--- src/rtl/toy_loader_pkg.sv ---
// Shared defaults for the toy_loader load register and its history.
package toy_loader_pkg;

   localparam int DEF_WIDTH      = 8;
   localparam int DEF_CNT_W      = 8;
   localparam int DEF_HIST_DEPTH = 4;

   typedef logic [DEF_WIDTH-1:0] word_t;

endpackage : toy_loader_pkg

--- src/rtl/toy_loader_hist.sv ---
// Shift-register history of previously held words.
// Entry 0 is the most recent prior value; the oldest entry falls off the end.
module toy_loader_hist #(
   parameter int WIDTH = 8,
   parameter int DEPTH = 4
) (
   input  logic                   clk,
   input  logic                   reset,
   input  logic                   i_shift,
   input  logic [WIDTH-1:0]       i_din,
   output logic [WIDTH*DEPTH-1:0] o_hist
);

   logic [WIDTH-1:0] r_mem [DEPTH];

   // Push the incoming word at the head and age every entry by one slot.
   always_ff @(posedge clk or posedge reset) begin
      if (reset) begin
         for (int i = 0; i < DEPTH; i++) begin
            r_mem[i] <= '0;
         end
      end else if (i_shift) begin
         r_mem[0] <= i_din;
         for (int i = 1; i < DEPTH; i++) begin
            r_mem[i] <= r_mem[i-1];
         end
      end
   end

   for (genvar g = 0; g < DEPTH; g++) begin : g_pack
      assign o_hist[g*WIDTH +: WIDTH] = r_mem[g];
   end

endmodule : toy_loader_hist

--- src/rtl/toy_loader.sv ---
// Load register with bookkeeping: valid flag, load pulse, change detect,
// saturating load counter and a short history of earlier values.
// All outputs come straight from flops; inputs are used as-is on clk.
module toy_loader
   import toy_loader_pkg::*;
#(
   parameter int WIDTH      = DEF_WIDTH,
   parameter int CNT_W      = DEF_CNT_W,
   parameter int HIST_DEPTH = DEF_HIST_DEPTH
) (
   input  logic                        clk,
   input  logic                        reset,
   input  logic [WIDTH-1:0]            data,
   input  logic                        load_enable,
   output logic [WIDTH-1:0]            q,
   output logic                        q_valid,
   output logic                        load_pulse,
   output logic                        changed,
   output logic [CNT_W-1:0]            load_count,
   output logic [WIDTH*HIST_DEPTH-1:0] hist
);

   logic [WIDTH-1:0] r_q;
   logic             r_q_valid;
   logic             r_load_pulse;
   logic             r_changed;
   logic [CNT_W-1:0] r_count;

   logic             w_cnt_full;
   logic             w_differs;

   assign w_cnt_full = (r_count == {CNT_W{1'b1}});
   // The first load after reset always counts as a change, even if data is 0.
   assign w_differs  = (data != r_q) || !r_q_valid;

   // Capture data and update the per-load status flags and counter.
   always_ff @(posedge clk or posedge reset) begin
      if (reset) begin
         r_q          <= '0;
         r_q_valid    <= 1'b0;
         r_load_pulse <= 1'b0;
         r_changed    <= 1'b0;
         r_count      <= '0;
      end else begin
         r_load_pulse <= load_enable;
         r_changed    <= load_enable && w_differs;
         if (load_enable) begin
            r_q       <= data;
            r_q_valid <= 1'b1;
            if (!w_cnt_full) begin
               r_count <= r_count + CNT_W'(1);
            end
         end
      end
   end

   // History sees the value being replaced, so it shifts on the same edge.
   toy_loader_hist #(
      .WIDTH (WIDTH),
      .DEPTH (HIST_DEPTH)
   ) u_hist (
      .clk     (clk),
      .reset   (reset),
      .i_shift (load_enable),
      .i_din   (r_q),
      .o_hist  (hist)
   );

   assign q          = r_q;
   assign q_valid    = r_q_valid;
   assign load_pulse = r_load_pulse;
   assign changed    = r_changed;
   assign load_count = r_count;

endmodule : toy_loader

--- config.mk ---
export PLATFORM = sky130hd
export DESIGN_NAME = toy_loader
export DESIGN_NICKNAME = d
export VERILOG_FILES = /design/src/rtl/toy_loader_pkg.sv /design/src/rtl/toy_loader_hist.sv /design/src/rtl/toy_loader.sv
export SDC_FILE = /design/constraint.sdc
export NUM_CORES = 1
export LEC_CHECK = 0
export ABC_AREA = 1
export BUFFER_PORTS_ARGS = -buffer_cell sky130_fd_sc_hd__buf_2
export CORE_MARGIN = 10
export CORE_UTILIZATION = 47
export DETAILED_ROUTE_END_ITERATION = 12
export PLACE_DENSITY = 0.76
export SLEW_MARGIN = 25
export SYNTH_ARGS = -nofsm -noshare
export SYNTH_HDL_FRONTEND = slang
export SYNTH_HIERARCHICAL = 1
export SYNTH_SLANG_ARGS = --single-unit
export TNS_END_PERCENT = 50
--- constraint.sdc ---
create_clock -name clk -period 1.15 [get_ports clk]
set_clock_uncertainty 0.05 [all_clocks]
set_input_delay 0.2875 -clock clk [delete_from_list [all_inputs] [get_ports clk]]
set_output_delay 0.2875 -clock clk [all_outputs]
set_load 0.05 [all_outputs]
==> flow_summary_export.csv <==
group,metric,value,unit
outcome,status,"finished, violations left",
outcome,failed_checks,"negative setup slack",
worst_setup_path,endpoint_kind,"register",
pwr,powerDensity,1753,nW/um^2
finish,fillCellCount,303,
placement,dpl-instance-area,2739,um^2
worst_setup_path,slowest_stage,"dfrtp_2",
global_route,overflow,0,
timing,fin_ws,-0.1992,ns
floorplanning,initial_core_util,0.4853,
finish,stdcell_count,456,
synthesis,syn_inst,273,
global_route,grt_usage,0.1485,
timing,final_max_slew_viol_count,0,
timing,worst_slew_pin_slew,0.2689,ns
worst_hold_path,hold_path_class,"in2reg",
floorplanning,core_area,4723,um^2
drt,drt-pass1-iter-count,4,
drt,wl_met2,3360,um
timing,rsz0062_at_grt,"true",
clocking,path_clk_slew,0.09,ns
global_route,antenna_found_initial,0,
finish,syn_to_final_growth,57.91,%
timing,fin_crit,1.349,ns
floorplanning,fp-row-count,25,
floorplanning,top_level_ports,62,
finish,diodes,0,
synthesis,ys_types,27,
drt,routed.top_layer,"met4",
floorplanning,fp.dieW,89.84,um
synthesis,avgSynthCellArea,8.396,um^2
timing,setup_viol,59,
worst_setup_path,crit_path_cell_trace,"buf_6 > ha_4 > inv_4 > nor3_4 > nand2_2 > nand2_4 > inv_4 > nand2_2 > nand2_1",
drt,drc,0,
drt,drt-initial-drc-count,83,
worst_setup_path,criticalPathCategory,"reg2reg",
global_route,grt_max_degree,33,
timing,fmax,741.2,MHz
worst_setup_path,critPathMaxStageDelay,0.39,ns
global_route,grt_pass1_vias,2056,
pwr,ir_drop,1.344,mV
clocking,cts_sinks,51,
floorplanning,fp.dieArea,8070,um^2
worst_setup_path,critical-path-top-delay-family,"simple AND/OR/NAND/NOR gates",
drt,via_count,2097,
timing,slew_headroom,0.8207,
finish,final_cell_mix,"128 x nand2_1, 59 x buf_6, 44 x dfrtp_1, 39 x buf_4, 19 x nand2_2",
timing,fin_crit_sh,1.173,
synthesis,syn-num-nets,285,
drt,routedWlPerCell,14.13,um
timing,hold_viol,0,
placement,port_buffers,61,
placement,dp_hpwl,3717,um
global_route,grt_pass1_wl,10160,um
synthesis,synth_area,2292,um^2
placement,globalplace.congestion,0.7792,
clocking,cts_tree,"yes",
finish,drive_gt1_frac,0.4370,
worst_setup_path,critical_path_buf_inv_count,3,
synthesis,ys_warn_count,6,
flow_run,cap_violations,0,
clocking,cts_made_buffers,5,
pwr,p_leak,1.959,nW
synthesis,ys_seq_area_frac,0.5568,
clocking,cts_max_path_buffers,2,
drt,route.met3.wl,389,um
finish,finalInstanceArea,3620,um^2
worst_setup_path,arrival,1.49,ns
worst_setup_path,start_kind,"register",
finish,final_common_cell,"nand2_1",
clocking,clk_latency,0.29,ns
synthesis,ys_seq_elements,51,
drt,wl_met1,2578,um
worst_setup_path,required,1.29,ns
finish,nets,400,
drt,vias_per_cell,4.599,
floorplanning,dieHeight,89.84,um
worst_setup_path,crit_fanout,6,
clocking,htree_levels,2,
drt,drt_wl_total,6442,um
placement,dp_cells,406,
drt,postRouteAntennaNets,0,
clocking,root_buffer,"clkbuf_8",
## layer usage
| layer | track usage | vias to the layer above |
|---|---|---|
| li1 | - | 1059 |
| met1 | 0.1749 | 975 |
| met2 | 0.2524 | 53 |
| met3 | 0.04572 | 10 |
| met4 | 0.04447 | 0 |
| met5 | 0 | - |
## cell families after synthesis
family,count (synthesis),synth area share
simple gates,169,0.3035
flops,51,0.5568
buf+inv,35,0.09334
compound gates,15,0.03330
xor+xnor,2,0.007643
fa+ha+maj,1,0.005458
## synth_stat cells
| library cell | count | share of area |
|---|---|---|
| a21oi_1 | 1 | 0.0022 |
| a31oi_1 | 1 | 0.0027 |
| buf_12 | 1 | 0.0087 |
| buf_4 | 1 | 0.0033 |
| buf_6 | 3 | 0.015 |
| clkbuf_1 | 1 | 0.0016 |
| clkbuf_8 | 3 | 0.018 |
| dfrtp_1 | 51 | 0.56 |
| ha_1 | 1 | 0.0055 |
| inv_1 | 23 | 0.038 |
| inv_2 | 1 | 0.0016 |
| inv_4 | 1 | 0.0027 |
| inv_8 | 1 | 0.0049 |
| nand2_1 | 136 | 0.22 |
| nand2_2 | 12 | 0.033 |
| nand2_4 | 1 | 0.0049 |
| nand3_1 | 4 | 0.0087 |
| nand4_1 | 2 | 0.0055 |
| nor2_1 | 10 | 0.016 |
| nor2_2 | 1 | 0.0027 |
| nor3_2 | 1 | 0.0044 |
| nor4_1 | 1 | 0.0027 |
| o21ai_0 | 12 | 0.026 |
| o21ai_1 | 1 | 0.0022 |
| or2_2 | 1 | 0.0027 |
| xnor2_1 | 1 | 0.0038 |
| xor2_1 | 1 | 0.0038 |
## sequential cells by signal, summed over array words and instances, names as in the netlist
signal,flops
changed,1
load_count,8
load_pulse,1
q,8
q_valid,1
u_hist/o_hist,32
## power by group
part	internal, mW	total [mW]	leakage (nW)	switching, mW
Combinational	1.19	2.85	1.28	1.66
Clock	0.652	1.21	0.0524	0.560
Sequential	2.05	2.29	0.629	0.235
## area by class of cell
class,instances,area (um^2),area share
Clock buffer,7,76.32,0.02109
Clock inverter,1,30.03,0.008296
Inverter,26,115.1,0.03180
Multi-Input combinational cell,187,877.1,0.2423
Timing Repair Buffer,117,1152,0.3184
Sequential cell,51,1285,0.3550
Tap cell,67,83.83,0.02316
## worst min-delay path: cells and delay by family
| kind | cells | cell delay, ns |
|---|---|---|
| buffers and inverters | 1 | 0.10 |
| AND/OR/NAND/NOR | 1 | 0.05 |
| AO/OA/AOI/OAI | 1 | 0.05 |
## final timing paths
path	start	to	slack [ns]	cells after the start
setup reg to reg	load_count[1]$_DFFE_PP0P_	load_count[1]$_DFFE_PP0P_	-0.20	9
max in group asynchronous	reset	load_count[7]$_DFFE_PP0P_	0.29	4
min in group asynchronous	reset	q[2]$_DFFE_PP0P_	0.52	4
hold reg to reg	u_hist/o_hist[30]$_DFFE_PP0P_	u_hist/o_hist[30]$_DFFE_PP0P_	0.46	2
hold / removal	data[7]	q[7]$_DFFE_PP0P_	0.18	3
setup / recovery	load_count[1]$_DFFE_PP0P_	load_count[1]$_DFFE_PP0P_	-0.20	9
## stage by stage
step	util	power, mW	hold slack [ns]	setup slack (ns)	TNS (ns)
2_1_floorplan	-	3.679	0.1881	-0.2305	-1.679
3_3_place_gp	0.5799	4.216	0.2823	-0.01690	-0.08856
3_5_place_dp	0.5799	4.252	0.2910	-0.06334	-0.2643
4_1_cts	0.7195	6.114	0.1700	-0.1775	-4.340
5_1_grt	0.7664	6.679	0.1769	-0.2773	-7.161
6_report	0.7664	6.346	0.1780	-0.1992	-4.544
## what timing repair did
item	in CTS	in global routing
hold endpoints to repair	51	0
hold buffers	1	0
cloned	0	0
gates resized for setup	112	37
pin swaps	4	18
setup buffers	25	16
setup endpoints to repair	57	60
No activity file was read; power rests on OpenSTA's default activity.
